<file path="src/rtl/game_stage_sequencer.sv">
// game_stage_sequencer
// Steps the game-manager ROM through the fight script. Each entry is fetched
// over the sync/update handshake and then held for wait_time timer ticks. The
// run ends on the terminator entry, on a fetch timeout, on an address overrun
// or on abort.
//
// Handshake: sync_game_manager low requests the entry at addr; the reader
// raises update_game_manager with is_end/wait_time valid and holds them until
// sync_game_manager returns high. A transfer happens on the edge where the
// sequencer is in FETCH and update_game_manager is high.
//
// Build option SEQ_LOOP_EN: the terminator and an address overrun both wrap
// addr to 0 and keep fetching instead of finishing the run.
module game_stage_sequencer #(
    parameter int ADDR_WIDTH    = 8,
    parameter int FETCH_TIMEOUT = 15
) (
    input  logic                  clk,
    input  logic                  reset,
    input  logic                  start,
    input  logic                  abort,
    input  logic                  pause,
    input  logic                  tick,
    input  logic                  update_game_manager,
    input  logic                  is_end,
    input  logic [7:0]            wait_time,
    output logic [ADDR_WIDTH-1:0] addr,
    output logic                  sync_game_manager,
    output logic                  stage_start,
    output logic                  stage_end,
    output logic                  busy,
    output logic                  done,
    output logic                  game_over,
    output logic                  fault,
    output logic [7:0]            wait_remaining,
    output logic [2:0]            dbg_state
);

    typedef enum logic [2:0] {
        S_IDLE    = 3'd0,
        S_FETCH   = 3'd1,
        S_RUN     = 3'd2,
        S_ADVANCE = 3'd3,
        S_DONE    = 3'd4,
        S_OVER    = 3'd5
    } state_t;

    localparam logic [7:0] TIMEOUT_LAST = 8'(FETCH_TIMEOUT - 1);

    state_t                r_state;
    state_t                w_next_state;
    logic [ADDR_WIDTH-1:0] r_addr;
    logic [7:0]            r_wait;
    logic [7:0]            r_fetch_cnt;
    logic                  r_stage_start;
    logic                  r_stage_end;
    logic                  r_fault;

    logic                  w_restart;
    logic                  w_load;
    logic                  w_dec;
    logic                  w_end_pulse;
    logic                  w_addr_inc;
    logic                  w_addr_clr;
    logic                  w_set_fault;
`ifdef SEQ_LOOP_EN
    logic                  r_wrap;
    logic                  w_wrap;
`endif

    // State register
    always_ff @(posedge clk or posedge reset) begin
        if (reset) begin
            r_state <= S_IDLE;
        end else begin
            r_state <= w_next_state;
        end
    end

    // Next-state and datapath control; abort wins over everything while busy
    always_comb begin
        w_next_state = r_state;
        w_restart    = 1'b0;
        w_load       = 1'b0;
        w_dec        = 1'b0;
        w_end_pulse  = 1'b0;
        w_addr_inc   = 1'b0;
        w_addr_clr   = 1'b0;
        w_set_fault  = 1'b0;
`ifdef SEQ_LOOP_EN
        w_wrap       = 1'b0;
`endif
        case (r_state)
            S_IDLE, S_DONE, S_OVER: begin
                if (start) begin
                    w_restart    = 1'b1;
                    w_next_state = S_FETCH;
                end
            end
            S_FETCH: begin
                if (abort) begin
                    w_next_state = S_OVER;
                end else if (update_game_manager) begin
                    if (is_end) begin
`ifdef SEQ_LOOP_EN
                        // Pass through ADVANCE so sync goes high for a cycle
                        // and the reader drops the stale terminator.
                        w_wrap       = 1'b1;
                        w_next_state = S_ADVANCE;
`else
                        w_next_state = S_DONE;
`endif
                    end else begin
                        w_load       = 1'b1;
                        w_next_state = S_RUN;
                    end
                end else if (r_fetch_cnt == TIMEOUT_LAST) begin
                    w_set_fault  = 1'b1;
                    w_next_state = S_DONE;
                end
            end
            S_RUN: begin
                if (abort) begin
                    w_next_state = S_OVER;
                end else if (r_wait == 8'd0) begin
                    w_end_pulse  = 1'b1;
                    w_next_state = S_ADVANCE;
                end else if (tick && !pause && !r_stage_start) begin
                    // A tick landing on the stage_start cycle is not counted
                    w_dec = 1'b1;
                end
            end
            S_ADVANCE: begin
                if (abort) begin
                    w_next_state = S_OVER;
                end else begin
`ifdef SEQ_LOOP_EN
                    // Overrun wraps naturally through the incrementer
                    w_addr_clr   = r_wrap;
                    w_addr_inc   = !r_wrap;
                    w_next_state = S_FETCH;
`else
                    if (r_addr == {ADDR_WIDTH{1'b1}}) begin
                        w_set_fault  = 1'b1;
                        w_next_state = S_DONE;
                    end else begin
                        w_addr_inc   = 1'b1;
                        w_next_state = S_FETCH;
                    end
`endif
                end
            end
            default: begin
                w_next_state = S_IDLE;
            end
        endcase
    end

    // Datapath registers: address, countdown, fetch timer, strobes, fault
    always_ff @(posedge clk or posedge reset) begin
        if (reset) begin
            r_addr        <= '0;
            r_wait        <= 8'd0;
            r_fetch_cnt   <= 8'd0;
            r_stage_start <= 1'b0;
            r_stage_end   <= 1'b0;
            r_fault       <= 1'b0;
        end else begin
            r_stage_start <= w_load;
            r_stage_end   <= w_end_pulse;
            // Timer runs only while in FETCH, so it is zero on every entry
            r_fetch_cnt   <= (r_state == S_FETCH) ? r_fetch_cnt + 8'd1 : 8'd0;
            if (w_restart || w_addr_clr) begin
                r_addr <= '0;
            end else if (w_addr_inc) begin
                r_addr <= r_addr + 1'b1;
            end
            if (w_restart) begin
                r_fault <= 1'b0;
            end else if (w_set_fault) begin
                r_fault <= 1'b1;
            end
            if (w_load) begin
                r_wait <= wait_time;
            end else if (w_dec) begin
                r_wait <= r_wait - 8'd1;
            end
        end
    end

`ifdef SEQ_LOOP_EN
    // Remembers that the current ADVANCE came from the terminator
    always_ff @(posedge clk or posedge reset) begin
        if (reset) begin
            r_wrap <= 1'b0;
        end else if (w_wrap) begin
            r_wrap <= 1'b1;
        end else if (r_state == S_ADVANCE) begin
            r_wrap <= 1'b0;
        end
    end
`endif

    assign addr              = r_addr;
    assign sync_game_manager = (r_state != S_FETCH);
    assign stage_start       = r_stage_start;
    assign stage_end         = r_stage_end;
    assign busy              = (r_state == S_FETCH) || (r_state == S_RUN) ||
                               (r_state == S_ADVANCE);
    assign done              = (r_state == S_DONE);
    assign game_over         = (r_state == S_OVER);
    assign fault             = r_fault;
    assign wait_remaining    = r_wait;
    assign dbg_state         = r_state;

endmodule
</file>
<file path="config.mk">
export PLATFORM = sky130hd
export DESIGN_NAME = game_stage_sequencer
export DESIGN_NICKNAME = d
export VERILOG_FILES = /design/src/rtl/game_stage_sequencer.sv
export SDC_FILE = /design/constraint.sdc
export NUM_CORES = 1
export LEC_CHECK = 0
export ABC_AREA = 1
export BUFFER_PORTS_ARGS = -buffer_cell sky130_fd_sc_hd__buf_2
export CORE_MARGIN = 2
export CORE_UTILIZATION = 43
export CTS_BUF_LIST = sky130_fd_sc_hd__clkbuf_16
export DETAILED_ROUTE_END_ITERATION = 6
export GPL_TIMING_DRIVEN = 0
export PLACE_DENSITY = 0.74
export SLEW_MARGIN = 10
export SYNTH_ARGS = -nofsm -noshare
export SYNTH_HDL_FRONTEND = slang
export SYNTH_SLANG_ARGS = --single-unit
</file>
<file path="constraint.sdc">
create_clock -name clk -period 1.8 [get_ports clk]
set_clock_uncertainty 0.2 [all_clocks]
set_input_delay 0.09 -clock clk [delete_from_list [all_inputs] [get_ports clk]]
set_output_delay 0.09 -clock clk [all_outputs]
set_load 0.02 [all_outputs]
</file>
After elaboration in Yosys (flattened, before gate mapping)
Cells that the tools add are included.

Add/sub/neg operators: 3. Equal/unequal tests: 11. Multiplexer cells: 39. Reduce and logical (&&, ||, !) cells: 13.

Operator list (number): $mux W8 (5); $mux W3 (9); $mux W1 (23); $add A8 B1 Y8 const B (2); $pmux W3 S4 (1); $eq A8 B4 Y1 const B (1); $eq A8 B8 Y1 const B (1); $logic_not A8 Y1 (1); $sub A8 B1 Y8 const B (1); $eq A3 B2 Y1 const B (2); $eq A3 B3 Y1 const B (2); $reduce_bool A2 Y1 (3); $ne A4 B4 Y1 const B (1); $eq A3 B1 Y1 const B (1); $logic_not A3 Y1 (1); $ne A3 B1 Y1 const B (1); $ne A3 B3 Y1 const B (1); $reduce_and A3 Y1 (1); $reduce_or A3 Y1 (1); $logic_and A1 B1 Y1 (2); $logic_not A1 Y1 (2); $logic_or A1 B1 Y1 (2); $ne A2 B2 Y1 const B (1); $pmux W1 S2 (1).

Flip-flop bits (word level): 30. Input bits: 16. Output and inout port bits: 26.

Longest topological paths before layout
Gate-level depths: netlist of run 1.

Depth in word-level cells: 9. Gate-level depth with buffers: 10. Gate-level depth less buffers: 10.

Worst setup path before layout of run 1
No wires, ideal clock.

Kind: register to register. Start point: register r_state[1], in the netlist dbg_state[1]. End point: register r_wait[7], in the netlist wait_remaining[7]. Library setup time: 0.117 ns. Arrival: 1.404 ns. Required time: 1.483 ns. Slack: 0.079 ns. Stages on the path, launching flop included: 9. Clock period less this slack: 1.721 ns. Cells stage by stage: dfrtp_1 -> inv_1 -> nand3_4 -> inv_4 -> nand2_4 -> buf_6 -> or2_0 -> nand3_1 -> nand2_1.

Longest elaborated chain between the ends: 3. Elaborated cells between the ends (all ways): 6. Classes of those cells: eq/ne (2); mux (3); reduce/logical (1).

Ends and longest elaborated chain: start: declaration (line 50) `state_t r_state;`; start signal: assignment (line 76) `r_state <= w_next_state;`; $eq A3 B1 Y1 / $eq A3 B2 Y1 (equally long branches) (line 93) `case (r_state)`; $mux W1 (line 93); $mux W8 / $reduce_bool A2 Y1 (equally long branches); end signal: assignment (line 184) `r_wait <= wait_time;`; end signal: assignment (line 186) `r_wait <= r_wait - 8'd1;`; end: declaration (line 53) `logic [7:0] r_wait;`.

Several ways; a longest one is shown, not always the timed one. A chain may end at the register's enable or synchronous reset.

Final worst setup path of run 1
Ends and elaborated chain as after synthesis.

==> results by group, run 1 <==
Worst setup path
  – Cell chain of the critical path: inv_2 -> nand3_4 -> inv_4 -> nand2_4 -> buf_6 -> or2_0 -> nand3_1 -> nand2_1
  – Flop2flop setup slack: 0.1 ns
  – R2R depth: 8
  – CP required: 1.76 ns
  – R2r startpoint: dbg_state[1]
  – Worst setup SP type: flip-flop
  – CP endpoint kind: flip-flop
  – WP data arrival: 1.66 ns
  – Crit Path Category: flip-flop to flip-flop
  – Crit-path slowest cell: dfrtp_1
  – Worst path bufs/invs: 3
  – CP top delay family: simple AND/OR/NAND/NOR gates
  – Worst Path Max Fanout: 10
  – Crit Reg-Reg Endpoint: wait_remaining[7]
  – Max incr delay on CP: 0.45 ns

Synthesis
  – Post-Syn Area: 1840 um^2
  – Synth top area share: 40.9%
  – Synth unique cells: 27
  – Net count after synthesis: 283
  – Main synth FF type: dfrtp_1
  – Largest cells by area after synthesis: dfrtp_1 41%, nand2_1 18%, nor2_1 7.4%
  – Synth Area per Inst: 7.01 um^2
  – Sequential fraction of the synthesis area: 40.9%
  – Number of enable flip-flop cells after synthesis: 0
  – Synth Instances: 262
  – Dominant cell type by area after synthesis: dfrtp_1
  – Fraction of registers with async set or reset after synthesis: 100%
  – Yosys reg bits: 30
  – Synthesis warning total: 0

Detailed routing
  – WL final: 4040 um
  – DRT Pass-1 Iters: 4
  – DR vias/cell: 4.79
  – Mean routed wirelength per cell: 10.9 um
  – Iter 0 DRT Violations: 73
  – Antenna Nets Post-Route: 0
  – Total vias in the final route: 1783
  – DRC viols: 0

Pwr
  – Leakage power: 1.29 nW
  – Total power: 0.00339 W
  – Worst vdd rail ir drop: 0.000799 V
  – Pwr/cell area: 1430 nW/um^2

Outcome
  – Status: finished, final reports clean

Clocking
  – Max Buffers Root-to-Sink: 2
  – CTS Buf Count: 5
  – CTS tree: built
  – Root Driver: clkbuf_16
  – H-tree levels: 2
  – Sink Count: 30
  – Clock edge transition at the registers on the reported setup and hold paths: 0.05 ns
  – Latest clock arrival within the worst-skew pair: 0.27 ns

Floorplanning
  – Starting Density: 45.3%
  – Die Area: 4810 um^2
  – Std-Cell Rows: 23
  – Die width: 69.4 um
  – Io pins: 42
  – Core Area: 4060 um^2
  – Die Ht: 69.4 um

Final layout
  – Share of layout cells above drive strength 1: 21.7%
  – Area Growth Syn to Fin: 28.7%
  – Fin nets: 342
  – Non-filler cells, final: 372
  – Diodes inserted: 0
  – Fillers: 397

Placed design
  – Placed cell count: 353
  – Buffers on Ports: 41
  – Pre-CTS setup slack: 0.0600 ns
  – GP Congestion: 0.835
  – Hpwl dp: 2950 um

STA
  – Period utilization: 94.6%
  – Slack of the critical path: 0.0966 ns
  – Worst-Margin Slew: 0.630 ns
  – Final hold violations: 0
  – Final-report max-slew violation count: 0
  – Final setup vio count: 0
  – Worst Hold Margin: 0.0722 ns
  – Max Clk Rate: 0.587 GHz
  – Final setup TNS: 0 ns
  – Final min period: 1.70 ns
  – Relative slew slack: 58.0%
  – RSZ-0062 raised after global routing: no

Global routing
  – Vias in the first global route: 1682
  – Initial antenna violation count: 0
  – GRT Total Usage: 18.7%
  – GR Overflow Total: 0
  – Global-route wire length before repair: 7250 um
  – Largest net degree at the start of global routing: 31

Hold path
  – Hold Crit Depth: 6
  – WHS Endpoint: wait_remaining[4]
  – Worst hold start: pause
  – Hold crit path type: input pin to flip-flop

Job
  – Max cap viols: 0
## report_power, final
part,switching (W),internal (W)
Combinational,0.00102,0.000539
Clock,0.000270,0.000497
Sequential,0.000209,0.000853
Total,0.00150,0.00189
## cells in the mapped netlist (4+ instances only)
library cell and n:
nand2_1 90, nor2_2 4, xor2_1 4, ha_1 5, inv_1 30, inv_2 5
nor3_1 4, dfrtp_1 30, o21ai_1 4, nor2_1 36, o21ai_0 9, nand3_1 20
a21oi_1 4
## metrics by stage
step	utilization (%)	area (um^2)
5_1_grt	58.2	2360
3_3_place_gp	51.9	2100
6_report	58.2	2360
4_1_cts	58.0	2350
3_5_place_dp	51.9	2100
2_1_floorplan	-	1840
## timing repair
item                                    4_1_cts  5_1_grt
hold buffers                                 11        0
endpoints found under the setup margin        0       15
hold endpoints to repair                     41        0
buffers inserted                              0        0
gates resized for setup                       0        5
## cell families after synthesis
family          after synthesis  synth area share, %
flops                        30                 40.9
compound gates               18                 5.11
buf+inv                      38                 8.72
fa+ha+maj                     5                 3.41
simple gates                165                 39.0
xor+xnor                      6                 2.86
## worst max-delay path by stage
stage	startpoint	end	slack [ns]	cells after the start
3_3_place_gp	wait_remaining[0]	wait_remaining[7]	0.05	10
2_1_floorplan	dbg_state[1]	wait_remaining[7]	0.08	8
5_1_grt	addr[0]	addr[1]	0.003	9
3_5_place_dp	wait_remaining[0]	wait_remaining[0]	0.06	10
4_1_cts	wait_remaining[0]	wait_remaining[0]	0.04	10
6_report	dbg_state[1]	wait_remaining[7]	0.1	8
## registers in the layout, summed over array words and instances (netlist names)
name            cells
dbg_state           3
fault               1
r_fetch_cnt         8
addr                8
stage_end           1
wait_remaining      8
stage_start         1
## routing by layer
layer	track usage, %	vias to the layer above	share of wire (%)
li1	-	929	-
met1	23.2	809	45
met2	31.4	40	49
met3	4.36	5	4.7
met4	7.19	0	1.7
met5	0	-	0
## tightest hold or removal path, delay by kind of cell
family | cells | cell delay, ns
and+or+nand+nor | 4 | 0.29
buffers and inverters | 1 | 0.07
AOI/OAI and AO/OA | 1 | 0.05
## layout make-up
cell class	instances	area, um^2	share of cell area (%)
plain buffers	2	22.5	0.953
clock buffers	5	125	5.29
clock inverters	3	12.5	0.529
inverters	36	141	5.98
multi-input cells	194	933	39.5
flip-flops and latches	30	751	31.8
well taps	50	62.6	2.65
repair buffers	52	315	13.3
## placed cells by master (no fill, tap or decap)
cell type      netlist  final
nand3_4              1      1
or2_2                1      1
buf_2                0     41
inv_4                1      1
buf_6                2      2
nor3_1               4      4
o21ai_2              1      1
nand2_4              1      1
o21ai_0              9      9
inv_2                5      8
nand2_2              1      2
xnor2_1              2      2
nor2_1              36     36
nand2_1             90     89
clkbuf_16            0      5
nor2_4               0      1
nand3_1             20     20
nor3b_1              1      1
clkinvlp_4           0      1
nand3b_1             2      2
dfrtp_1             30     30
clkinv_2             0      1
nor3_4               1      1
xor2_1               4      4
o21ai_1              4      4
nand4_1              1      1
nor2_2               4      3
dlygate4sd3_1        0     11
or2_0                1      1
ha_1                 5      5
nand2b_1             1      1
a21oi_1              4      4
inv_1               30     27
clkinv_1             0      1
(Power assumes the default switching activity.)
==> inputs of run 2 (changes only) <==
Settings changed: RECOVER_POWER set to 50.
==> run 2 against run 1 <==
First-iteration DRC count up 6.8%. Critical path depth unchanged. Maximum frequency up 0.22%. Sequential power about the same.
==> results by group, run 2 (synthesis results as in run 1) <==
Outcome
  – Status: finished, final reports clean

Detailed routing
  – DRT Pass-1 Iters: 4
  – DRC viols: 0
  – Mean routed wirelength per cell: 10.9 um
  – Total vias in the final route: 1783
  – WL final: 4060 um
  – DR vias/cell: 4.79
  – Iter 0 DRT Violations: 78
  – Antenna Nets Post-Route: 0

Worst setup path
  – Crit-path slowest cell: dfrtp_1
  – R2r startpoint: dbg_state[2]
  – Worst Path Max Fanout: 10
  – Worst setup SP type: flip-flop
  – Flop2flop setup slack: 0.10 ns
  – CP required: 1.76 ns
  – CP top delay family: simple AND/OR/NAND/NOR gates
  – Worst path bufs/invs: 3
  – Crit Path Category: flip-flop to flip-flop
  – Crit Reg-Reg Endpoint: wait_remaining[7]
  – Cell chain of the critical path: inv_2 -> nand3_4 -> inv_4 -> nand2_4 -> buf_6 -> or2_0 -> nand3_1 -> nand2_1
  – WP data arrival: 1.66 ns
  – CP endpoint kind: flip-flop
  – R2R depth: 8
  – Max incr delay on CP: 0.43 ns

Final layout
  – Fin nets: 342
  – Share of layout cells above drive strength 1: 15.8%
  – Non-filler cells, final: 372
  – Commonest non-fill, non-tap cell in the layout: nand2_1
  – Commonest non-fill, non-tap cells in the layout: 89 x nand2_1, 36 x nor2_1, 30 x dfrtp_1, 27 x inv_1, 22 x buf_2
  – Design area: 2340 um^2
  – Area Growth Syn to Fin: 27.4%
  – Diodes inserted: 0

STA
  – Slack of the critical path: 0.100 ns
  – Final setup TNS: 0 ns
  – Final min period: 1.70 ns
  – RSZ-0062 raised after global routing: no
  – Final hold violations: 0
  – Final setup vio count: 0
  – Period utilization: 94.4%
  – Relative slew slack: 57.6%
  – Worst-Margin Slew: 0.635 ns
  – Max Clk Rate: 0.588 GHz
  – Final-report max-slew violation count: 0

Floorplanning
  – Io pins: 42
  – Die Ht: 69.4 um
  – Die Area: 4810 um^2
  – Die width: 69.4 um
  – Core Area: 4060 um^2
  – Starting Density: 45.3%
  – Std-Cell Rows: 23

Pwr
  – Worst vdd rail ir drop: 0.000778 V
  – Pwr/cell area: 1440 nW/um^2
  – Leakage power: 1.21 nW
  – Total power: 0.00336 W

Clocking
  – Sink Count: 30
  – H-tree levels: 2
  – Clock edge transition at the registers on the reported setup and hold paths: 0.05 ns
  – CTS Buf Count: 5
  – Root Driver: clkbuf_16
  – CTS tree: built
  – Latest clock arrival within the worst-skew pair: 0.27 ns
  – Max Buffers Root-to-Sink: 2

Global routing
  – GRT Total Usage: 18.7%
  – Vias in the first global route: 1682
  – GR Overflow Total: 0
  – Initial antenna violation count: 0
  – Largest net degree at the start of global routing: 31
  – Global-route wire length before repair: 7250 um

Placed design
  – Buffers on Ports: 41
  – Hpwl dp: 2950 um
  – Pre-CTS setup slack: 0.0600 ns
  – Placed cell count: 353
  – Post-DP Area: 2100 um^2
  – GP Congestion: 0.835

Hold path
  – Worst hold start: pause
  – Hold Crit Depth: 6
  – WHS Endpoint: wait_remaining[4]
  – Hold crit path type: input pin to flip-flop

Job
  – Max cap viols: 0
run 2: cell count changes in the layout (fill, tap and decap cells not counted), sizes merged:
| cell | before | now |
|---|---|---|
| buf | 43 | 24 |
| clkbuf | 5 | 24 |
run 2: area by class of cell:
cell class	instances	area [um^2]
Buffer	2	22.5
Clock buffer	5	125
Tap cell	50	62.6
Sequential cell	30	751
Multi-Input combinational cell	194	933
Inverter	36	141
Fill cell	402	1720
Timing Repair Buffer	52	292
Clock inverter	3	12.5
run 2: worst min-delay path: stages:
cell and delay, ns:
buf_2 0.07, nor3b_1 0.05, nand3_1 0.09, nand2_2 0.08, nand2_1 0.07, o21ai_1 0.05
run 2: worst max path at each step:
stage                       from                end  slack, ns  cells past startpoint
2_1_floorplan       dbg_state[1]  wait_remaining[7]       0.08                      8
3_3_place_gp   wait_remaining[0]  wait_remaining[7]       0.05                     10
3_5_place_dp   wait_remaining[0]  wait_remaining[0]       0.06                     10
4_1_cts        wait_remaining[0]  wait_remaining[0]       0.04                     10
5_1_grt                  addr[0]            addr[1]      0.003                      9
6_report            dbg_state[2]  wait_remaining[7]       0.10                      8
run 2: metrics by stage:
step / utilization (%) / hold WS [ns]
after floorplan: - / -0.0192
after global placement: 51.9 / 0.186
after detailed placement: 51.9 / 0.194
after CTS: 58.0 / 0.0571
after global routing: 57.7 / 0.113
final: 57.7 / 0.0726
run 2: timing repair:
item,CTS,global route
hold buffers,11,0
hold endpoints to repair,41,0
setup endpoints to repair,0,15
buffers inserted,0,0
resized for setup,0,5
run 2: report_power, final:
group	internal, W	switching, W
Sequential	0.000853	0.000214
Combinational	0.000503	0.00103
Clock	0.000497	0.000270
run 2: layer usage:
layer  vias up  global-route usage [%]  share of wire, %
met5         -                       0                 0
met4         0                    7.19               1.7
met3         5                    4.36               4.0
met2        36                    31.4                49
met1       813                    23.2                46
li1        929                       -                 -
